===== src/rtl/mul_pkg.sv =====
// Shared types and helpers for the shift-add multiplier.
// abs_val is only referenced when MUL_SIGNED_EN is defined.
package mul_pkg;

  localparam int unsigned DefaultWidth = 16;

  typedef enum logic [1:0] {
    StIdle = 2'd0,
    StRun  = 2'd1,
    StDone = 2'd2
  } state_e;

  // Magnitude of a sign-extended two's complement value; the most negative
  // operand maps to its positive magnitude in the low bits.
  function automatic logic [63:0] abs_val(input logic [63:0] v);
    return v[63] ? (~v + 64'd1) : v;
  endfunction

endpackage


===== src/rtl/mul_step.sv =====
// One combinational add/shift step of the shift-add multiplier.
module mul_step #(
  parameter int unsigned WIDTH = 16
) (
  input  logic [WIDTH-1:0] acc_i,
  input  logic [WIDTH-1:0] mq_i,
  input  logic [WIDTH-1:0] mcand_i,
  output logic [WIDTH-1:0] acc_o,
  output logic [WIDTH-1:0] mq_o
);

  logic [WIDTH:0] addend;
  logic [WIDTH:0] sum;

  always_comb begin
    addend = mq_i[0] ? {1'b0, mcand_i} : '0;
    sum    = {1'b0, acc_i} + addend;
    // {sum, mq} >> 1, keeping the low 2*WIDTH bits
    acc_o  = sum[WIDTH:1];
    mq_o   = {sum[0], mq_i[WIDTH-1:1]};
  end

endmodule


===== src/rtl/mul_sequencer.sv =====
// Multicycle shift-add multiplier: FSM, operand/product registers and HI/LO result.
// Define MUL_SIGNED_EN for two's complement operands.
module mul_sequencer
  import mul_pkg::*;
#(
  parameter int unsigned WIDTH = DefaultWidth
) (
  input  logic             clk,
  input  logic             rst,
  input  logic             start,
  input  logic [WIDTH-1:0] op_a,
  input  logic [WIDTH-1:0] op_b,
  output logic             busy,
  output logic             done,
  output logic [WIDTH-1:0] hi,
  output logic [WIDTH-1:0] lo
);

  localparam int unsigned CNT_W = $clog2(WIDTH) + 1;

  state_e             state_q;
  logic [CNT_W-1:0]   cnt_q;
  logic [WIDTH-1:0]   mcand_q;
  logic [WIDTH-1:0]   acc_q;
  logic [WIDTH-1:0]   mq_q;
  logic               busy_q;
  logic               done_q;
  logic [WIDTH-1:0]   hi_q;
  logic [WIDTH-1:0]   lo_q;

  logic               accept;
  logic               last_step;
  logic [WIDTH-1:0]   mcand_in;
  logic [WIDTH-1:0]   mq_in;
  logic [WIDTH-1:0]   acc_next;
  logic [WIDTH-1:0]   mq_next;
  logic [2*WIDTH-1:0] result;

  assign accept    = start && ((state_q == StIdle) || (state_q == StDone));
  assign last_step = (cnt_q == CNT_W'(WIDTH - 1));

`ifdef MUL_SIGNED_EN
  logic        neg_q;
  logic        neg_in;
  logic [63:0] abs_a;
  logic [63:0] abs_b;

  assign abs_a    = abs_val(64'($signed(op_a)));
  assign abs_b    = abs_val(64'($signed(op_b)));
  assign mcand_in = abs_a[WIDTH-1:0];
  assign mq_in    = abs_b[WIDTH-1:0];
  assign neg_in   = op_a[WIDTH-1] ^ op_b[WIDTH-1];
  assign result   = neg_q ? -{acc_next, mq_next} : {acc_next, mq_next};

  always_ff @(posedge clk) begin
    if (rst) begin
      neg_q <= 1'b0;
    end else if (accept) begin
      neg_q <= neg_in;
    end
  end
`else
  assign mcand_in = op_a;
  assign mq_in    = op_b;
  assign result   = {acc_next, mq_next};
`endif

  mul_step #(
    .WIDTH (WIDTH)
  ) u_step (
    .acc_i   (acc_q),
    .mq_i    (mq_q),
    .mcand_i (mcand_q),
    .acc_o   (acc_next),
    .mq_o    (mq_next)
  );

  always_ff @(posedge clk) begin
    if (rst) begin
      state_q <= StIdle;
      cnt_q   <= '0;
      mcand_q <= '0;
      acc_q   <= '0;
      mq_q    <= '0;
      busy_q  <= 1'b0;
      done_q  <= 1'b0;
      hi_q    <= '0;
      lo_q    <= '0;
    end else begin
      done_q <= 1'b0;
      if (accept) begin
        state_q <= StRun;
        cnt_q   <= '0;
        mcand_q <= mcand_in;
        acc_q   <= '0;
        mq_q    <= mq_in;
        busy_q  <= 1'b1;
      end else begin
        case (state_q)
          StRun: begin
            acc_q <= acc_next;
            mq_q  <= mq_next;
            cnt_q <= cnt_q + 1'b1;
            if (last_step) begin
              // Result registers load on the same edge that enters DONE
              state_q <= StDone;
              busy_q  <= 1'b0;
              done_q  <= 1'b1;
              hi_q    <= result[2*WIDTH-1:WIDTH];
              lo_q    <= result[WIDTH-1:0];
            end
          end
          StDone:  state_q <= StIdle;
          default: state_q <= StIdle;
        endcase
      end
    end
  end

  assign busy = busy_q;
  assign done = done_q;
  assign hi   = hi_q;
  assign lo   = lo_q;

endmodule

===== config.mk =====
export PLATFORM = sky130hd
export DESIGN_NAME = mul_sequencer
export DESIGN_NICKNAME = d
export VERILOG_FILES = /design/src/rtl/mul_pkg.sv /design/src/rtl/mul_step.sv /design/src/rtl/mul_sequencer.sv
export SDC_FILE = /design/constraint.sdc
export NUM_CORES = 1
export LEC_CHECK = 0
export CAP_MARGIN = 20
export CORE_MARGIN = 4
export CORE_UTILIZATION = 58
export CTS_CLUSTER_SIZE = 30
export DETAILED_ROUTE_END_ITERATION = 8
export PLACE_DENSITY = 0.93
export REMOVE_ABC_BUFFERS = 1
export SLEW_MARGIN = 5
export SYNTH_ARGS = -nofsm -noshare
export SYNTH_HDL_FRONTEND = slang
export SYNTH_HIERARCHICAL = 1
export SYNTH_SLANG_ARGS = --single-unit

===== constraint.sdc =====
create_clock -name clk -period 4 [get_ports clk]
set_input_delay 0.6 -clock clk [delete_from_list [all_inputs] [get_ports clk]]
set_output_delay 0.6 -clock clk [all_outputs]
set_load 0.01 [all_outputs]

# After elaboration in Yosys (flattened, before gate mapping)
# Index checks and enable logic that the tools add are counted.
# Widths: inputs -> output; s select.
# totals
register_bits	89
inputBits	35
output_inout_bits	34
wordCells	37
# op_classes
add_sub_neg	2
n_eq_ne	4
muxes	10
bitwise	2
n_reduce_logical	9
# ops
cell	n
$mux 16	3
$add 16x17->17	1
$mux 1	7
$add 5x1->5 const B	1
$eq 5x4->1 const B	1
$reduce_bool 2->1	2
$ne 3x3->1 const B	1
$reduce_and 3->1	1
$reduce_or 3->1	1
$eq 2x1->1 const B	1
$eq 2x2->1 const B	1
$logic_not 2->1	1
$not 1->1	2
$reduce_and 2->1	1
$reduce_or 2->1	1
$logic_and 1x1->1	1
$logic_or 1x1->1	1

# Logic depth before layout (Yosys ltp)
# Gate-level depths: netlist of run 1.
# logic_depth
depth_word	5
mapped_depth	11

# By module
# Netlist of run 1, hierarchy kept.
# by_module_without_submodules
module	instances	cells_per_inst	area_per_inst_um2	seq_area_each_um2
mul_sequencer	1	395	3209.3	1781.7
mul_step	1	142	1072.3	0.0

# Worst setup path after synthesis of run 1
# Ideal clock, no wire load.
# synth_timing
path_type	reg-to-reg
from	register mq_q[0]
to	register hi_q[13], in the netlist hi[13]
arrival_time_ps	2410
t_required_ps	3929
path_slack_ps	1520
path_stages_with_launch	11
cell_sequence	dfxtp_1 > clkbuf_1 > and2_1 > ha_1 > fa_1 > a21o_1 > a221oi_2 > o21ai_2 > o311ai_1 > nand2_1 > a21oi_1
# synth_via
elab_chain_len	2
# synth_rtl
element	line	rtl
from (decl)	mul_sequencer.sv:25	logic [WIDTH-1:0] mq_q;
from (signal assigned)	mul_sequencer.sv:96	mq_q <= mq_in;
from (signal assigned)	mul_sequencer.sv:102	mq_q <= mq_next;
$mux 16	mul_step.sv:16	addend = mq_i[0] ? {1'b0, mcand_i} : '0;
$add 16x17->17	mul_step.sv:17	sum = {1'b0, acc_i} + addend;
via acc_next[13]	mul_sequencer.sv:35	logic [WIDTH-1:0] acc_next;
to (signal assigned)	mul_sequencer.sv:109	hi_q <= result[2*WIDTH-1:WIDTH];
to (decl)	mul_sequencer.sv:28	logic [WIDTH-1:0] hi_q;
# The timed path passes the listed nets, and every way through them passes these cells.
# A chain may end at the register's enable or synchronous reset.

# Worst setup path after layout of run 1
# layout_timing
from	register mq_q[0]
to	register acc_q[13]
# layout_via
elab_chain_len	2
# layout_rtl
element	line	rtl
$mux 16	mul_step.sv:16	
$add 16x17->17	mul_step.sv:17	
via acc_next[13]	mul_sequencer.sv:35	
to (signal assigned)	mul_sequencer.sv:101	acc_q <= acc_next;
to (decl)	mul_sequencer.sv:24	logic [WIDTH-1:0] acc_q;
# The timed path passes the listed nets, and every way through them passes these cells.

==> key figures, run 1 <==
Clocking
  • Number of buffers created by CTS: 9
  • Clk Tree Root Cell: clkbuf_8
  • CTS tree: built
  • Clk pin slew, worst setup/hold paths: 100 ps
  • Cts hold-fix bufs: 0
  • Worst-Skew Late Latency: 370 ps
  • Post-CTS Setup Inserts: 0
  • Post-CTS resize count: 0
  • # clock sinks: 89
  • Max clock buf depth: 2
  • H-tree level count: 3

Global route
  • First-pass GRT wire length: around 17000 um
  • Gr usage total: 0.238
  • Total global routing overflow: 0
  • Vias in the first global route: 3934
  • Largest net degree at the start of global routing: 69
  • Initial antenna violation count: 0

Worst setup path
  • CP Cell Sequence: and2_1, ha_1, fa_1, a21o_1, a221oi_2, o21ai_2, o311ai_1, nand2_1, a21oi_1
  • Crit path max fanout: 17
  • FF-to-FF Start: mq_q[0]
  • Crit path DAT: 3110 ps
  • Crit-path max cell delay: 480 ps
  • RR Endpoint: acc_q[13]
  • WP data required: 4290 ps
  • Slowest-stage cell, CP: dfxtp_1
  • R2R setup slack: 1180 ps
  • CP startpoint: mq_q[0]
  • Crit end category: register
  • CP top delay family: compound AO/OA/AOI/OAI gates
  • Startpoint Class: register
  • CP Class: register to register
  • Cell count of the worst reg-to-reg path: 9
  • CP Buf/Inv Count: 0

Synth
  • Post-synthesis async set-or-reset flop share: 0
  • Synth area leaders: dfxtp_1 (42%), nand2_1 (12%), a21oi_1 (8.5%), ha_1 (5.6%), nor3_1 (4.1%)
  • Most frequent cell after synthesis: nand2_1
  • Post-Syn Area: ~0.0043 mm2
  • Post-synth EDFFs: 0
  • Mean Syn Cell Area: 7.97 um2
  • Synth top area share: 0.416
  • FF+latch count, synth: 89
  • Yosys warns: 6
  • Commonest register cell after synthesis: dfxtp_1
  • Area leader, netlist: dfxtp_1
  • Mapped Cells: 537
  • List of most frequent post-synthesis cells: nand2_1 (134), dfxtp_1 (89), a21oi_1 (73)
  • Netlist cell types: 47
  • Seq/Total Area, Yosys: 0.416

Final layout
  • Sequential Area: 0.00178 mm2
  • Final instance area: 0.00502 mm2
  • Total of fill cells in the finished design: between 500 and 600
  • N_diodes: 0
  • Area Growth Syn to Fin: 17.4%
  • Layout Nets: between 600 and 700
  • Multi-input gate area: around 0.0022 mm2
  • Share of cells above drive strength 1: 0.0560

Min path
  • Hold path start: hi[2]
  • Worst Hold Class: register to register
  • Endpoint, Worst Hold: hi[2]
  • Hold depth: 2

Routing
  • Drt wl/cell: 15.3 um
  • Vias per Instance: 5.83
  • # DRC: 0
  • First-iteration detailed-routing DRC count: 321
  • Pre-antenna DRT Iters: 5
  • Via count: 3906
  • Final Routed Wirelength: 10300 um
  • Final ANT Viol Nets: 0

Timing
  • Setup Skew: around 10 ps
  • Fmax achieved: 354 MHz
  • Final Max Slew Viols: 0
  • Tcrit/Tclk final: 0.706
  • Setup TNS Final: 0 ps
  • Slew headroom: 0.410
  • Final hold violations: 0
  • Worst Max-Slew Pin Slew: 886 ps
  • Setup Viol. Count Final: 0
  • Fin worst setup slack: 1180 ps
  • Tmin final: 2820 ps
  • RSZ-0062 raised after global routing: false

Power and ir drop
  • Leakage: 0.00192 uW
  • Sw power: 467 uW
  • Part of the power in registers: 0.551
  • Worst ir drop on vdd: 218 uV
  • Net Sw Frac: 0.273
  • Internal power: 1240 uW
  • Pwr dens: around 340 mW/mm2
  • Clock power share: 0.345
  • Gate power share: 0.104

Floorplan
  • Die Y: 93.9 um
  • Die width: ~94 um
  • Core Region: roughly 0.0072 mm2
  • Initial Util: 0.593
  • Die Area: 0.00882 mm2
  • Num ports: 69
  • Row count: 31

Job
  • Max Cap Violations: 0

Placed design
  • Port bufs: 68
  • HPWL reported at the end of detailed placement: 6830 um
  • GPL Wtd Cong: ~0.9
  • Placed cell area: 0.00484 mm2
  • Place WS: around 1300 ps

Status
  • Run status: finished, final reports clean
## power by group through the flow
stage	Sequential [uW]	Combinational (uW)	Clock (uW)
2_1_floorplan	954	96.7	0
3_3_place_gp	960	168	0
3_5_place_dp	962	174	0
4_1_cts	941	176	593
5_1_grt	947	193	630
6_report	942	178	591
## flip-flops by register name (all words and copies together), names as in the netlist
register / cells
mq_q: 16
mcand_q: 16
acc_q: 16
state_q: 2
cnt_q: 5
hi: 16
done: 1
busy: 1
lo: 16
## area by class of cell
class	count	share of cell area
Clock buffer	10	0.0274
Clock inverter	6	0.00971
Inverter	5	0.00374
Multi-Input combinational cell	386	0.431
Sequential cell	89	0.355
Tap cell	99	0.0247
Timing Repair Buffer	75	0.149
## how the worst max path moves through the flow
stage	slack (ps)	to	cells after the start
floorplan	1560	acc_q[13]	9
global placement	1340	hi[13]	9
detailed placement	1260	acc_q[13]	9
CTS	1240	hi[13]	9
global route	990	acc_q[9]	10
finish	1180	acc_q[13]	9
## metrics by stage
step	power, uW	hold WS (ps)	instances	utilization
finish	1710	458	670	0.696
global route	1770	482	670	0.696
CTS	1710	460	670	0.696
detailed placement	1140	447	654	0.671
global placement	1130	441	653	0.667
floorplan	1050	426	480	-
## cells in the final DEF, fill, tap and decap left out, types with 3 or more instances in the layout
master,netlist,final
a211oi_1,5,5
a21o_1,9,9
a21oi_1,73,73
and2_1,17,17
and3_1,5,5
buf_4,18,6
clkbuf_8,0,10
clkdlybuf4s50_1,0,67
clkinv_4,0,3
dfxtp_1,89,89
ha_1,19,19
inv_1,5,5
nand2_1,134,134
nand2b_1,4,4
nand3_1,4,4
nand3b_1,3,3
nor2_1,10,10
nor3_1,35,35
nor4_1,3,3
o211ai_1,3,3
o21ai_0,5,5
o22ai_1,16,16
xnor2_1,7,7
xor2_1,5,5
## kinds of logic after synthesis
logic type      after synthesis  synth area share
fa+ha+maj                    20            0.0602
buf+inv                      62            0.0792
compound gates              130             0.186
simple gates                224             0.234
flops                        89             0.416
xor+xnor                     12            0.0245
## worst register-to-register path, delay by kind of cell (launching register included)
family / cells / cell delay (ps)
AND/OR/NAND/NOR: 2 / 320
AO/OA/AOI/OAI: 5 / 1320
flip-flops: 1 / 480
adder cells (fa/ha/maj): 2 / 640
## routing by layer
| layer | vias to the layer above | wire [um] | track usage |
|---|---|---|---|
| met5 | - | 0 | 0 |
| met4 | 0 | 179 | 0.116 |
| met3 | 18 | 599 | 0.0425 |
| met2 | 131 | 5340 | 0.427 |
| met1 | 1872 | 4170 | 0.271 |
| li1 | 1885 | - | - |
Power figures use the tool's default switching activity.
==> run 2, diff against run 1 <==
Settings changed: CORE_UTILIZATION 58 to 48, PLACE_DENSITY 0.93 to 0.83.
Clock period 4 ns to 2.3 ns, I/O delays scaled along.
==> run 2 against run 1 <==
  * Register-to-register slack lost 1200 ps
  * First-iteration DRC count shrank 46%
  * Sequential power grew 73%
  * Maximum frequency grew 23%
  * Critical path type unchanged
  * Critical endpoint is now acc_q[7]
  * Largest power group unchanged
==> key figures, run 2 (synthesized netlist as in run 1, its figures left out) <==
Status
  • Run status: finished, final reports clean

Power and ir drop
  • Net Sw Frac: 0.292 (+0.0188)
  • Internal power: 2200 uW (+77%)
  • Leakage: 0.00208 uW (+8.4%)
  • Sw power: 905 uW (+94%)
  • Pwr dens: 567 mW/mm2 (+67%)
  • Worst ir drop on vdd: 413 uV (+89%)
  • Clock power share: 0.359 (+0.014)
  • Part of the power in registers: 0.526 (-0.025)
  • Gate power share: 0.115 (+0.011)

Timing
  • Setup TNS Final: 0 ps (unchanged)
  • Fmax achieved: 435 MHz (+23%)
  • Slew headroom: 0.613 (+0.203)
  • RSZ-0062 raised after global routing: true
  • Setup Viol. Count Final: 0 (unchanged)
  • Setup Skew: 17.6 ps (+7.37 ps)
  • Worst hold slack: 393 ps (-64.8 ps)
  • Final Max Slew Viols: 0 (unchanged)
  • Final hold violations: 0 (unchanged)
  • Worst Max-Slew Pin Slew: 579 ps (-307 ps)
  • Tcrit/Tclk final: 0.999 (+0.293)
  • Tmin final: 2300 ps (-527 ps)

Clocking
  • Clk Tree Root Cell: clkbuf_8
  • CTS tree: built
  • # clock sinks: 89 (unchanged)
  • Worst-Skew Late Latency: 380 ps (about the same)
  • Number of buffers created by CTS: 9 (unchanged)
  • H-tree level count: 3 (unchanged)
  • Clk pin slew, worst setup/hold paths: 100 ps (about the same)
  • Max clock buf depth: 2 (unchanged)

Placed design
  • Placed cell area: 0.00503 mm2 (+4.0%)
  • HPWL reported at the end of detailed placement: 7520 um (+10%)
  • GPL Wtd Cong: 0.860 (-2.9%)
  • Port bufs: 68 (unchanged)
  • Placed cells: 688 (+5.2%)

Min path
  • Endpoint, Worst Hold: hi[13]
  • Worst Hold Class: input pin to register
  • Hold path start: rst
  • Hold depth: 2 (unchanged)

Worst setup path
  • Crit path DAT: 2610 ps (-500 ps)
  • WP data required: 2610 ps (-1680 ps)
  • CP top delay family: compound AO/OA/AOI/OAI gates
  • Crit path max fanout: 9 (-8)
  • FF-to-FF Start: mq_q[0]
  • R2R setup slack: 3 ps (-1170 ps)
  • CP startpoint: mq_q[0]
  • Cell count of the worst reg-to-reg path: 11 (+2)
  • Crit-path max cell delay: 360 ps (-120 ps)
  • Crit end category: register
  • CP Buf/Inv Count: 2 (+2)
  • RR Endpoint: acc_q[7]
  • Startpoint Class: register
  • Crit path top cell by count: a21oi_2
  • CP Cell Sequence: buf_6, and2_4, fa_2, a21o_1, a221oi_2, buf_4, o21bai_4, a21oi_2, xnor2_2, nand2_1, a21oi_2
  • CP Class: register to register
  • Slowest-stage cell, CP: fa_2

Job
  • Max Cap Violations: 0 (unchanged)

Final layout
  • Share of cells above drive strength 1: 0.152 (+0.0959)
  • N_diodes: 0 (unchanged)
  • Area Growth Syn to Fin: 27.8%
  • Final instance area: 0.00547 mm2 (+8.9%)
  • Most common cell after layout, fill and taps aside: nand2_1
  • Final Non-Filler Cells: 707 (+5.5%)
  • Layout Nets: 649 (+4.5%)
  • Commonest non-fill, non-tap cells in the layout: nand2_1 (134), dfxtp_1 (87), a21oi_1 (70)

Floorplan
  • Initial Util: 0.491 (-0.103)
  • Die Y: 102 um (+9.1%)
  • Num ports: 69 (unchanged)
  • Core Region: 0.00872 mm2 (+21%)
  • Die Area: 0.0105 mm2 (+19%)
  • Row count: 34 (+9.7%)
  • Die width: 102 um (+9.1%)

Routing
  • Via count: 4061 (+4.0%)
  • Pre-antenna DRT Iters: 5 (unchanged)
  • Vias per Instance: 5.74 (-1.5%)
  • Drt wl/cell: 16.0 um (+4.2%)
  • Final Routed Wirelength: 11300 um (+10%)
  • # DRC: 0 (unchanged)
  • Final ANT Viol Nets: 0 (unchanged)
  • First-iteration detailed-routing DRC count: 172 (-46%)

Global route
  • First-pass GRT wire length: 17800 um (+4.9%)
  • Vias in the first global route: 3941 (+0.18%)
  • Largest net degree at the start of global routing: 32 (-54%)
  • Total global routing overflow: 0 (unchanged)
  • Initial antenna violation count: 0 (unchanged)
  • Gr usage total: 0.211 (-0.0276)
[run 2: power groups by stage]
stage | combinational [uW] | clock, uW | sequential (uW)
finish | 356 | 1110 | 1630
detailed placement | 334 | 0 | 1670
CTS | 338 | 1120 | 1630
global placement | 324 | 0 | 1660
global route | 387 | 1200 | 1640
floorplan | 168 | 0 | 1660
[run 2: worst reg2reg max path: stages, from the launching register on]
cell and delay [ps]:
dfxtp_2 340, buf_6 130, and2_4 150, fa_2 360, a21o_1 220, a221oi_2 210
buf_4 180, o21bai_4 90, a21oi_2 200, xnor2_2 140, nand2_1 90, a21oi_2 140
[run 2: layout make-up]
cell class                 instances  area [um2]
inverter                           5        18.8
tap                              108         135
clock inverter                     7        78.8
fill                             674        3250
timing repair buffer             103         955
multi-input combinational        386        2380
sequential                        89        1780
clock buffer                       9         124
[run 2: how the worst max path moves through the flow]
stage	to	slack, ps	cells after the start
2_1_floorplan	acc_q[13]	-140	9
3_3_place_gp	hi[13]	-20	10
6_report	acc_q[7]	3	11
5_1_grt	acc_q[12]	-100	10
3_5_place_dp	acc_q[13]	-110	10
4_1_cts	acc_q[6]	0.2	10
[run 2: repair_timing]
action | CTS | global route
setup buffers | 1 | 2
setup endpoints to repair | 20 | 20
hold buffers | 0 | 0
pin swaps | 5 | 10
resized for setup | 8 | 34
[run 2: through the flow]
step | util | worst slack [ps] | total power [uW]
2_1_floorplan | - | -141 | 1830
3_3_place_gp | 0.577 | -16.8 | 1990
3_5_place_dp | 0.577 | -107 | 2000
4_1_cts | 0.606 | 0.214 | 3090
5_1_grt | 0.628 | -98.9 | 3220
6_report | 0.628 | 3.03 | 3100
[run 2: metal layers]
metal  track usage  up-vias  share of wire
li1              -     1937              -
met1         0.249     1952           0.40
met2         0.366      151           0.51
met3        0.0505       21          0.066
met4        0.0858        0          0.016
met5             0        -              0
